[config.mk]
export PLATFORM = sky130hd
export DESIGN_NAME = peristaltic_seq
export DESIGN_NICKNAME = d
export VERILOG_FILES = /design/src/rtl/peristaltic_seq.sv
export SDC_FILE = /design/constraint.sdc
export NUM_CORES = 1
export LEC_CHECK = 0
export CAP_MARGIN = 30
export CELL_PAD_IN_SITES_DETAIL_PLACEMENT = 0
export CELL_PAD_IN_SITES_GLOBAL_PLACEMENT = 1
export CORE_MARGIN = 5
export CORE_UTILIZATION = 44
export DETAILED_ROUTE_END_ITERATION = 7
export GPL_TIMING_DRIVEN = 0
export PLACE_DENSITY = 0.86
export SYNTH_ARGS = -nofsm -noshare
export SYNTH_HDL_FRONTEND = slang
export SYNTH_SLANG_ARGS = --single-unit
[constraint.sdc]
create_clock -name clk -period 4.2 [get_ports clk]
set_input_delay 0.84 -clock clk [delete_from_list [all_inputs] [get_ports clk]]
set_output_delay 0.84 -clock clk [all_outputs]
set_load 0.02 [all_outputs]
[src/rtl/peristaltic_seq.sv]
// Peristaltic pump sequencer: walks a single open valve along a chain of
// membrane valves for a programmable number of strokes, then parks all closed.
module peristaltic_seq #(
  parameter int unsigned N_VALVES = 3,
  parameter int unsigned PERIOD_W = 16,
  parameter int unsigned COUNT_W  = 8,
  parameter int unsigned PH_W     = $clog2(N_VALVES)
) (
  input  logic                clk,
  input  logic                rst_n,
  input  logic                start,
  input  logic                stop,
  input  logic                dir,
  input  logic [PERIOD_W-1:0] period,
  input  logic [COUNT_W-1:0]  strokes,
  output logic [N_VALVES-1:0] valve_air,
  output logic                busy,
  output logic                done,
  output logic [PH_W-1:0]     phase,
  output logic [COUNT_W-1:0]  stroke_cnt
);

  typedef enum logic [1:0] {StIdle, StRun, StHold} state_e;

  localparam logic [PH_W-1:0]    PhLast = PH_W'(N_VALVES - 1);
  localparam logic [COUNT_W-1:0] CntMax = '1;

  state_e               state_q, state_d;
  logic                 dir_q, dir_d;
  logic [PERIOD_W-1:0]  per_q, per_d;      // effective phase length, never 0
  logic [COUNT_W-1:0]   strokes_q, strokes_d;
  logic [PERIOD_W-1:0]  timer_q, timer_d;
  logic [PH_W-1:0]      phase_q, phase_d;
  logic [COUNT_W-1:0]   cnt_q, cnt_d;
  logic                 ext_q, ext_d;      // hold entered by stop: one extra cycle
  logic [N_VALVES-1:0]  valve_air_q, valve_air_d;
  logic                 busy_q, busy_d;
  logic                 done_q, done_d;

  logic                 hold_done;
  logic                 wrap;
  logic [PH_W-1:0]      phase_nx;
  logic [COUNT_W-1:0]   cnt_inc;
  logic [PERIOD_W-1:0]  run_last;
  logic [PERIOD_W-1:0]  hold_last;

  assign run_last  = per_q - PERIOD_W'(1);
  // An aborted run holds P+1 cycles, a completed run holds P cycles.
  assign hold_last = run_last + PERIOD_W'(ext_q);

  // State register.
  always_ff @(posedge clk or negedge rst_n) begin
    if (!rst_n) begin
      state_q <= StIdle;
    end else begin
      state_q <= state_d;
    end
  end

  // Datapath and registered outputs.
  always_ff @(posedge clk or negedge rst_n) begin
    if (!rst_n) begin
      dir_q       <= 1'b0;
      per_q       <= '0;
      strokes_q   <= '0;
      timer_q     <= '0;
      phase_q     <= '0;
      cnt_q       <= '0;
      ext_q       <= 1'b0;
      valve_air_q <= '1;
      busy_q      <= 1'b0;
      done_q      <= 1'b0;
    end else begin
      dir_q       <= dir_d;
      per_q       <= per_d;
      strokes_q   <= strokes_d;
      timer_q     <= timer_d;
      phase_q     <= phase_d;
      cnt_q       <= cnt_d;
      ext_q       <= ext_d;
      valve_air_q <= valve_air_d;
      busy_q      <= busy_d;
      done_q      <= done_d;
    end
  end

  // Next-state and datapath update.
  always_comb begin
    state_d   = state_q;
    dir_d     = dir_q;
    per_d     = per_q;
    strokes_d = strokes_q;
    timer_d   = timer_q;
    phase_d   = phase_q;
    cnt_d     = cnt_q;
    ext_d     = ext_q;
    hold_done = 1'b0;
    wrap      = 1'b0;
    phase_nx  = phase_q;
    cnt_inc   = cnt_q;

    unique case (state_q)
      StIdle: begin
        if (start && !stop) begin
          state_d   = StRun;
          dir_d     = dir;
          per_d     = (period == '0) ? PERIOD_W'(1) : period;
          strokes_d = strokes;
          cnt_d     = '0;
          timer_d   = '0;
          ext_d     = 1'b0;
          phase_d   = dir ? PhLast : '0;
        end
      end
      StRun: begin
        if (stop) begin
          state_d = StHold;
          timer_d = '0;
          phase_d = '0;
          ext_d   = 1'b1;
        end else if (timer_q == run_last) begin
          timer_d = '0;
          if (dir_q) begin
            wrap     = (phase_q == '0);
            phase_nx = wrap ? PhLast : phase_q - PH_W'(1);
          end else begin
            wrap     = (phase_q == PhLast);
            phase_nx = wrap ? '0 : phase_q + PH_W'(1);
          end
          phase_d = phase_nx;
          if (wrap) begin
            cnt_inc = (cnt_q == CntMax) ? cnt_q : cnt_q + COUNT_W'(1);
            cnt_d   = cnt_inc;
            if ((strokes_q != '0) && (cnt_inc == strokes_q)) begin
              state_d = StHold;
              phase_d = '0;
              ext_d   = 1'b0;
            end
          end
        end else begin
          timer_d = timer_q + PERIOD_W'(1);
        end
      end
      StHold: begin
        if (timer_q == hold_last) begin
          state_d   = StIdle;
          timer_d   = '0;
          ext_d     = 1'b0;
          hold_done = 1'b1;
        end else begin
          timer_d = timer_q + PERIOD_W'(1);
        end
      end
      default: begin
        state_d = StIdle;
        timer_d = '0;
        phase_d = '0;
        ext_d   = 1'b0;
      end
    endcase
  end

  // Output decode from the upcoming state, registered on the same edge.
  always_comb begin
    valve_air_d = '1;
    if (state_d == StRun) begin
      valve_air_d = ~(N_VALVES'(1) << phase_d);
    end
    busy_d = (state_d != StIdle);
    done_d = hold_done;
  end

  assign valve_air  = valve_air_q;
  assign busy       = busy_q;
  assign done       = done_q;
  assign phase      = phase_q;
  assign stroke_cnt = cnt_q;

endmodule

==> results.md <==
* Status: completed
* Pin count of the biggest net entering global routing at 38
* Width of the die at about 110 um
* CP Cell Sequence: inv_2 -> ha_2 -> or4b_2 -> nor3_2 -> o22a_2 -> and3_1 -> nand4_1 -> a311o_1 -> a2111o_1 -> and2_4 -> buf_6 -> or3_4 -> and2_1
* Final hold viol count at 0
* Core ar. at 10300 sq um
* I/O Pins at 44
* IO Port Bufs at 43
* Post-synthesis sequential area ratio at about 32%
* Headroom to the max-slew limit at 44.1%
* Final setup fails at 0
* Warnings from Yosys at 0
* Maximum clock rate at 247 MHz
* Syn Nets at 600
* Number of global-route vias before repair at roughly 4200
* # rows at 37
* Final net count at 655
* Top_reg_cell synth: dfrtp_1
* R2R setup slack at 0.14 ns
* Synth async-reset ratio at 100%
* Fin util at 53.2%
* CP startpoint: per_q[0]
* Critical Path RT at approximately 4.4 ns
* First-pass GRT wire length at between 20 and 25 mm
* Placed cells at 739
* Share of the synthesized area in the top cell type at 30.5%
* DR vias at 4343
* Synth area leaders: dfrtp_1 (31%), nand2_1 (8.7%), xnor2_1 (6.1%)
* Worst min path class: in2async
* CP arrival at 4.29 ns
* GRT Total Usage at 19.4%
* Leakage power at 0.00221 uW
* Total gr overflow at 0
* Startpoint Class: flop
* Vert. Die Dim at roughly 110 um
* Post-synth EDFFs at 0
* Antenna Cells at 0
* Slowest cell on crit path: or4b_2
* CTS clk-pin slew, worst paths at 0.07 ns
* Synth area leader: dfrtp_1
* DR DRC count at 0
* Max clock buf depth at 2
* Period minus WS final at 4.06 ns
* Worst R2R Start: per_q[0]
* Layout overhead on the synthesized area at 19.1%
* CP bufs+invs at 2
* Crit-path max cell delay at 0.66 ns
* Mapped Avg Cell Area at 8.22 sq um
* Sink Count at 59
* Total iterations of the first detailed-routing run at 7
* Root Driver: clkbuf_8
* Area after DPL at 5210 sq um
* Final Skew at 0.0148 ns
* Fin area at between 5000 and 6000 sq um
* Wire per inst at 16.0 um
* Share of cells above drive strength 1 at a little under a tenth
* Layout Cells excl Fill at roughly 760
* Reg2Reg Depth at 13
* DR iter-0 viols at 283
* Power Density at 629 nW/um^2
* Worst setup EP type: flop
* Pwr Total at ~3400 uW
* RSZ-0062 raised after global routing: no
* Hold-fix buffers at CTS at 0
* Worst slew pin tran at 0.833 ns
* TritonCTS clock tree: done
* Yosys reg bits at 59
* Number of max-cap violations at 0
* Synthesized area at about 4600 sq um
* Mapped Cells at about 560
* CTS H-tree lvls at 3
* RD Place Congestion at roughly 0.86
* Post-route ant nets at 0
* Yosys cell types at between 70 and 80
* CP top delay family: simple AND/OR/NAND/NOR gates
* Via-to-Cell Ratio at 5.75
* Max Slew Vio Count at 0
* Crit share post-route at 96.6%
* Die Area at approximately 13000 sq um
* WS Path Type: reg2reg
* Initial antenna violation count at 0
* Post-DP HPWL at 9.00 mm
* Worst skew pair latency at 0.35 ns
* Num CTS Buffers at 9
* Starting Density at between 40% and 50%
* CP max FO at 10
* Reg2reg end: state_q[0]
* Max rail drop VDD at roughly 280 uV
* Setup TNS at 0 ns
* Final WL at 12.1 mm
[power breakdown]
part	switching [uW]	internal [uW]	total [uW]
clock	238	272	511
sequential	204	738	942
combinational	1150	837	1990
[flip-flops by register name, summed over array words and instances, names as in the netlist]
register / count
phase: 2
valve_air: 3
strokes_q: 8
stroke_cnt: 8
state_q: 2
done: 1
dir_q: 1
per_q: 16
timer_q: 16
ext_q: 1
busy: 1
[layout make-up]
type	instances	area (sq um)
Clock inverter	5	53.8
Fill cell	991	4810
Clock buffer	11	131
Sequential cell	59	1480
Buffer	29	128
Tap cell	136	170
Multi-Input combinational cell	451	2980
Timing Repair Buffer	45	453
Inverter	19	71.3
[placed cells by master, fill, tap and decap left out, drive strengths merged, types with 8 or more instances in the layout]
master,instances
dfrtp,56
and3,9
nor2,37
a21oi,23
nand4,12
nand2,107
inv,19
o31ai,8
nor3,15
ha,12
buf,9
o21ai,23
nor4,15
or4,9
nand3,14
clkdlybuf4s50,42
clkbuf,34
xor2,25
and2,9
xnor2,32
[worst reg2reg max path: cells and delay by family, from the launching register on]
family | cells | cell delay [ns]
compound gates | 3 | 0.97
fa+ha+maj | 1 | 0.26
buf+inv | 2 | 0.29
flops | 1 | 0.48
simple gates | 7 | 1.95
[metal layers]
metal	share of wire (%)	GRT usage (%)	wire (um)	vias to the layer above
li1	-	-	-	2114
met1	47	27.1	5680	2054
met2	45	29.9	5450	143
met3	4.7	2.70	564	32
met4	3.2	8.65	384	0
met5	0	0	0	-
[logic make-up (layout without fill, tap and decap cells)]
| logic type | after synthesis | after routing | share of synthesized area [%] |
|---|---|---|---|
| AOI/OAI and AO/OA | 106 | 106 | 16.1 |
| xor gates and xnor gates | 59 | 59 | 12.0 |
| adders and majority gates | 12 | 12 | 3.27 |
| buffers and inverters | 49 | 109 | 4.41 |
| DFF | 59 | 59 | 32.2 |
| muxes | 11 | 11 | 2.51 |
| and+or+nand+nor | 263 | 263 | 29.4 |
[worst max-delay path by stage]
stage,endpoint,slack (ns),cells after the start
2_1_floorplan,state_q[0],0.54,13
3_3_place_gp,timer_q[5],-0.06,12
3_5_place_dp,timer_q[5],-0.15,12
4_1_cts,state_q[0],0.01,13
5_1_grt,state_q[0],0.01,13
6_report,state_q[0],0.14,13
[stage by stage]
| stage | setup WS [ns] | hold slack [ns] |
|---|---|---|
| after floorplan | 0.540 | 0.468 |
| after global placement | -0.0551 | 0.495 |
| after detailed placement | -0.154 | 0.498 |
| after CTS | 0.0104 | 0.499 |
| after global routing | 0.0110 | 0.527 |
| final | 0.144 | 0.486 |
[cell usage after synthesis (all sizes together) (14+ instances only)]
library cell and number:
a21oi 23, clkbuf 24, dfrtp 56, inv 19, nand2 107, nand3 14
nor2 37, nor3 15, nor4 15, o21ai 23, xnor2 32, xor2 25
[timing repair]
item / CTS / global route
resized for setup: 4 / 12
endpoints found under the setup margin: 17 / 32
buffers inserted: 0 / 1
pin swaps: 0 / 0
Power figures use the tool's default switching activity.
==> edit 1: new RTL, config.mk and constraints unchanged <==
Set the parameter `N_VALVES` to 6 (it was 3).
--- a/src/rtl/peristaltic_seq.sv
+++ b/src/rtl/peristaltic_seq.sv
@@ -2,5 +2,5 @@
 // membrane valves for a programmable number of strokes, then parks all closed.
 module peristaltic_seq #(
-  parameter int unsigned N_VALVES = 3,
+  parameter int unsigned N_VALVES = 6,
   parameter int unsigned PERIOD_W = 16,
   parameter int unsigned COUNT_W  = 8,
Interface: changed (resized phase and valve_air); port bits go from 44 to 48. The function was not compared with the original's and may differ.
==> edit 1 against the unedited design <==
Synthesized cell count grew 5.5%; die area rose by 8.2%; power is 15% higher; critical path depth grew 2; worst setup slack better by 21 ps; design area increased by 11%; area after synthesis is 9.0% higher; sequential cell count rose by 4; routed wire length up 4.5%; critical path type unchanged; cell count up 6.5%; sequential power is 3.6% higher.
==> edit 1: results (changes against the unedited design) <==
Synthesis
  • Synthesized area per cell: 8.49 um2 (+3.3%)
  • Top FF cell, synth: dfrtp_1
  • Synth Area in XOR/XNOR: 0.0919 (-0.0285)
  • Mapped Nets: 629 (+4.8%)
  • Sequential-to-total area share from yosys stat: 0.316 (-0.00598)
  • Most frequent cells after synthesis: nand2_1, dfrtp_1, o21ai_0
  • Unique masters post-synth: 84 (+14%)
  • Synth Area in Compound Gates: 0.206 (+0.0446)
  • Adder-Cell Fraction of Synth Area: 0.0250 (-0.00770)
  • Dominant cells by area after synthesis: dfrtp_1, nand2_1, xnor2_1
  • Yosys warning count: 0 (unchanged)
  • Multiplexer area fraction after synthesis: 0.0227 (-0.00233)

Drt
  • Vias per Instance: 5.63 (-2.2%)
  • Drt first pass iters: 7 (unchanged)
  • Initial DRC count: 292 (+3.2%)
  • DR WL/cell: 15.7 um (-1.9%)

Min path
  • Hold Path Class: flop to flop

Finish
  • Layout cell share with drive strength beyond 1: 0.123 (+0.0305)
  • Fillcell total: 1033 (+4.2%)
  • Final Non-Filler Cells: 804 (+6.5%)
  • Diode count: 0 (unchanged)
  • Nets: 695 (+6.1%)

GRT
  • Vias in the first global route: 4165 (-1.5%)
  • Total GRT Usage: 0.194 (about the same)
  • First-pass GRT wire length: 20900 um (+2.4%)
  • Largest net degree at the start of global routing: 64 (+68%)

Clocking
  • Clock Pin Slew Worst Setup and Hold Paths: 50 ps (-20 ps)
  • Total CTS buffers: 9 (unchanged)
  • Worst-Skew Late Latency: 340 ps
  • Root buffer cell: clkbuf_16
  • H-tree level count: 3 (unchanged)

Placed design
  • DP Cell Count: 780 (+5.5%)
  • RePlAce Congestion: 0.878 (+2.5%)
  • DPL Wire Length: 9650 um (+7.2%)
  • Port Buffer Count: 47 (+9.3%)

Timing
  • Slew of the pin with the lowest slew margin: 808 ps (-25.9 ps)
  • Clk_skew: 9.13 ps (-5.65 ps)

Setup path
  • Critical Path Fanout Max: 10 (unchanged)
  • R2r setup slk: 170 ps (+20 ps)

Power
  • Leakage: 2.55 nW (+15%)
  • Max IR drop VDD: 0.349 mV (+26%)

Outcome
  • Status: finished clean

Flow run
  • # Max-Cap Violations: 0 (unchanged)
-- edit 1: per-stage QoR --
stage	TNS, ps	hold WS, ps	setup WS [ps]	util	cell area (um2)
finish	0	510	165	0.538	6070
global route	0	554	23.9	0.538	6070
CTS	0	512	30.7	0.531	5980
detailed placement	-71.3	499	-21.1	0.502	5660
global placement	-56.9	488	-14.3	0.502	5660
floorplan	0	465	514	-	5010
-- edit 1: path summary, 6_finish.rpt --
kind	from	end	cells past startpoint
hold / removal	strokes_q[6]	strokes_q[6]	2
hold reg to reg	strokes_q[6]	strokes_q[6]	2
setup / recovery	per_q[0]	timer_q[4]	15
setup reg to reg	per_q[0]	timer_q[4]	15
min in group asynchronous	rst_n	per_q[2]	1
max in group asynchronous	rst_n	per_q[0]	1
-- edit 1: kinds of logic (layout without fill, tap and decap cells) --
kind of cell	after synthesis	in the layout
AO/OA/AOI/OAI	140	140
buffers and inverters	56	127
XOR/XNOR	51	51
flip-flops	63	63
adder cells (fa/ha/maj)	10	10
AND/OR/NAND/NOR	259	259
multiplexers	11	11
-- edit 1: metal layers --
layer	global-route usage	vias up	wire, um
li1	-	2276	-
met1	0.285	2149	6220
met2	0.295	90	5690
met3	0.0435	9	594
met4	0.0398	0	119
met5	0	-	0
-- edit 1: critical path, cell delays in order, from the launching register on --
cell and delay [ps]:
dfrtp_2 470, inv_2 120, ha_2 230, or3b_1 440, buf_2 240, nor3_1 200
xnor2_1 200, xor2_1 270, nand3_1 100, or3_1 380, or4_4 480, o31ai_4 200
buf_4 180, nor2_2 50, buf_6 160, a22o_1 200
-- edit 1: what timing repair did --
| action | in CTS | in global routing |
|---|---|---|
| buffers inserted | 2 | 6 |
| setup endpoints to repair | 9 | 31 |
| resized for setup | 0 | 9 |
| hold endpoints to repair | 0 | 0 |
| pin swaps | 1 | 1 |
-- edit 1: cell type report --
cell class              instances  area, um2  area share
well taps                     143        179      0.0295
plain buffers                  35        173      0.0285
clock inverters                 3       40.0     0.00660
inverters                      21       78.8      0.0130
clock buffers                  13        270      0.0446
repair buffers                 55        528      0.0870
flip-flops and latches         63       1590       0.261
multi-input cells             471       3210       0.529
-- edit 1: where the power goes --
group          internal [mW]  leakage, nW  total (mW)  switching (mW)
clock network          0.506        0.156       0.778           0.273
registers              0.782        0.812       0.976           0.194
logic                  0.906         1.58        2.21            1.30
==> edit 2: new RTL, same flow settings <==
Made on the original files. The output `busy` loses its register stage (`busy_q` becomes a continuous assignment).
--- a/src/rtl/peristaltic_seq.sv
+++ b/src/rtl/peristaltic_seq.sv
@@ -69,5 +69,4 @@
       ext_q       <= 1'b0;
       valve_air_q <= '1;
-      busy_q      <= 1'b0;
       done_q      <= 1'b0;
     end else begin
@@ -80,8 +79,9 @@
       ext_q       <= ext_d;
       valve_air_q <= valve_air_d;
-      busy_q      <= busy_d;
       done_q      <= done_d;
     end
   end
+
+  assign busy_q = busy_d;
 
   // Next-state and datapath update.
Formal check against the unedited RTL: not equivalent (Yosys sat finds a counterexample within 4 cycles, from zero or initial values and one cycle with rst_n low).
==> edit 2 against the unedited design <==
The run now ends with setup timing left; worst setup slack got worse by 880 ps; clock power fell by 8.4%; area after synthesis is 0.54% lower; design area rose by 5.8%; sequential cell count decreased by 1; first-iteration DRC count rose by 16%; sequential power rose by 0.7%; global-route usage grew 0.59 points; die area down 0.50%; routed wire length up 3.5%; power up 7.9%.
==> edit 2: results (changes against the unedited design) <==
Outcome
  • Status: finished, violations left
  • Failing checks: setup timing

Placed design
  • Cell Area, Placed: 0.00523 mm2 (+0.41%)
  • DPL Wire Length: 9070 um (+0.78%)
  • RePlAce Congestion: 0.871 (+1.6%)
  • Setup WS pre-CTS: -1210 ps (-1050 ps)

GRT
  • Total GRT Usage: 0.200 (+0.00592)
  • GR Util met2: 0.317 (+0.0178)
  • First-pass GRT wire length: 20900 um (+2.0%)
  • Largest net degree at the start of global routing: 35 (-7.9%)
  • Met3 Use GR: 0.0245 (-0.00250)
  • M1 GR Usage: 0.277 (+0.00582)

Drt
  • DR WL/cell: 16.2 um (+0.96%)
  • Drt first pass iters: 5 (-2)
  • Routed length on met1: 5710 um (+0.53%)
  • Initial DRC count: 328 (+16%)
  • WL final: 12500 um (+3.5%)
  • DR vias: 4477 (+3.1%)
  • Met3 WL: 593 um (+5.1%)

Timing
  • Setup TNS: -738 ps (-738 ps)
  • Slew of the pin with the lowest slew margin: 616 ps (-218 ps)
  • Setup ws final: -738 ps (-882 ps)
  • Final setup vio count: 1 (+1)
  • Worst hold margin: 499 ps (+12.9 ps)

Power
  • Clock distribution power: 0.468 mW (-8.4%)
  • Max IR drop VDD: 0.343 mV (+24%)
  • Comb. pwr: 2.30 mW (+16%)
  • NetSw: 1.71 mW (+7.3%)
  • Leakage: 2.35 nW (+6.1%)

Setup path
  • Reg-to-reg critical path endpoint: timer_q[6]
  • Worst setup endpoint: busy
  • CP max stage delay: 550 ps (-110 ps)
  • Worst flop-to-flop path startpoint: per_q[9]
  • R2r setup slk: 170 ps (+30 ps)

Synthesis
  • Sequential-to-total area share from yosys stat: 0.318 (-0.00371)
  • Mapped Nets: 599 (-0.17%)
  • Dominant cells by area after synthesis: dfrtp_1, nand2_1, xnor2_1
  • Most frequent cells after synthesis: nand2_1, dfrtp_1, nor2_1
  • Top FF cell, synth: dfrtp_1
  • Mapped Cells: 558 (-0.18%)

Finish
  • Top Registers: per_q (16), timer_q (16)
  • Nets: 674 (+2.9%)
  • Layout cell share with drive strength beyond 1: 0.165 (+0.0725)

Clocking
  • Total CTS buffers: 9 (unchanged)
==> edit 2: cell types whose count changed after synthesis <==
cell	delta
dfrtp_1	-1
==> edit 2: repair_timing <==
action | in CTS | in global routing
setup endpoints to repair | 11 | 5
pin swaps | 10 | 13
gates resized for setup | 33 | 20
buffers inserted | 13 | 15
hold endpoints to repair | 0 | 0
==> edit 2: layout make-up <==
type                       instances  area, um2
sequential                        58       1460
clock inverter                     5       30.0
fill                             908       4440
buffer                            22       95.1
inverter                          19       73.8
timing repair buffer              72        681
clock buffer                      11        141
multi-input combinational        451       3140
tap                              136        170
==> edit 2: worst register-to-register path: cells and delay by family (launching register included) <==
family          cells  cell delay, ps
simple gates        5            1670
compound gates      5            1350
flops               1             440
buf+inv             3             420
==> edit 2: logic make-up after synthesis <==
family / synth area share
DFF: 0.318
buffers and inverters: 0.0444
muxes: 0.0252
xor gates and xnor gates: 0.121
adders and majority gates: 0.0329
AOI/OAI and AO/OA: 0.162
and+or+nand+nor: 0.296
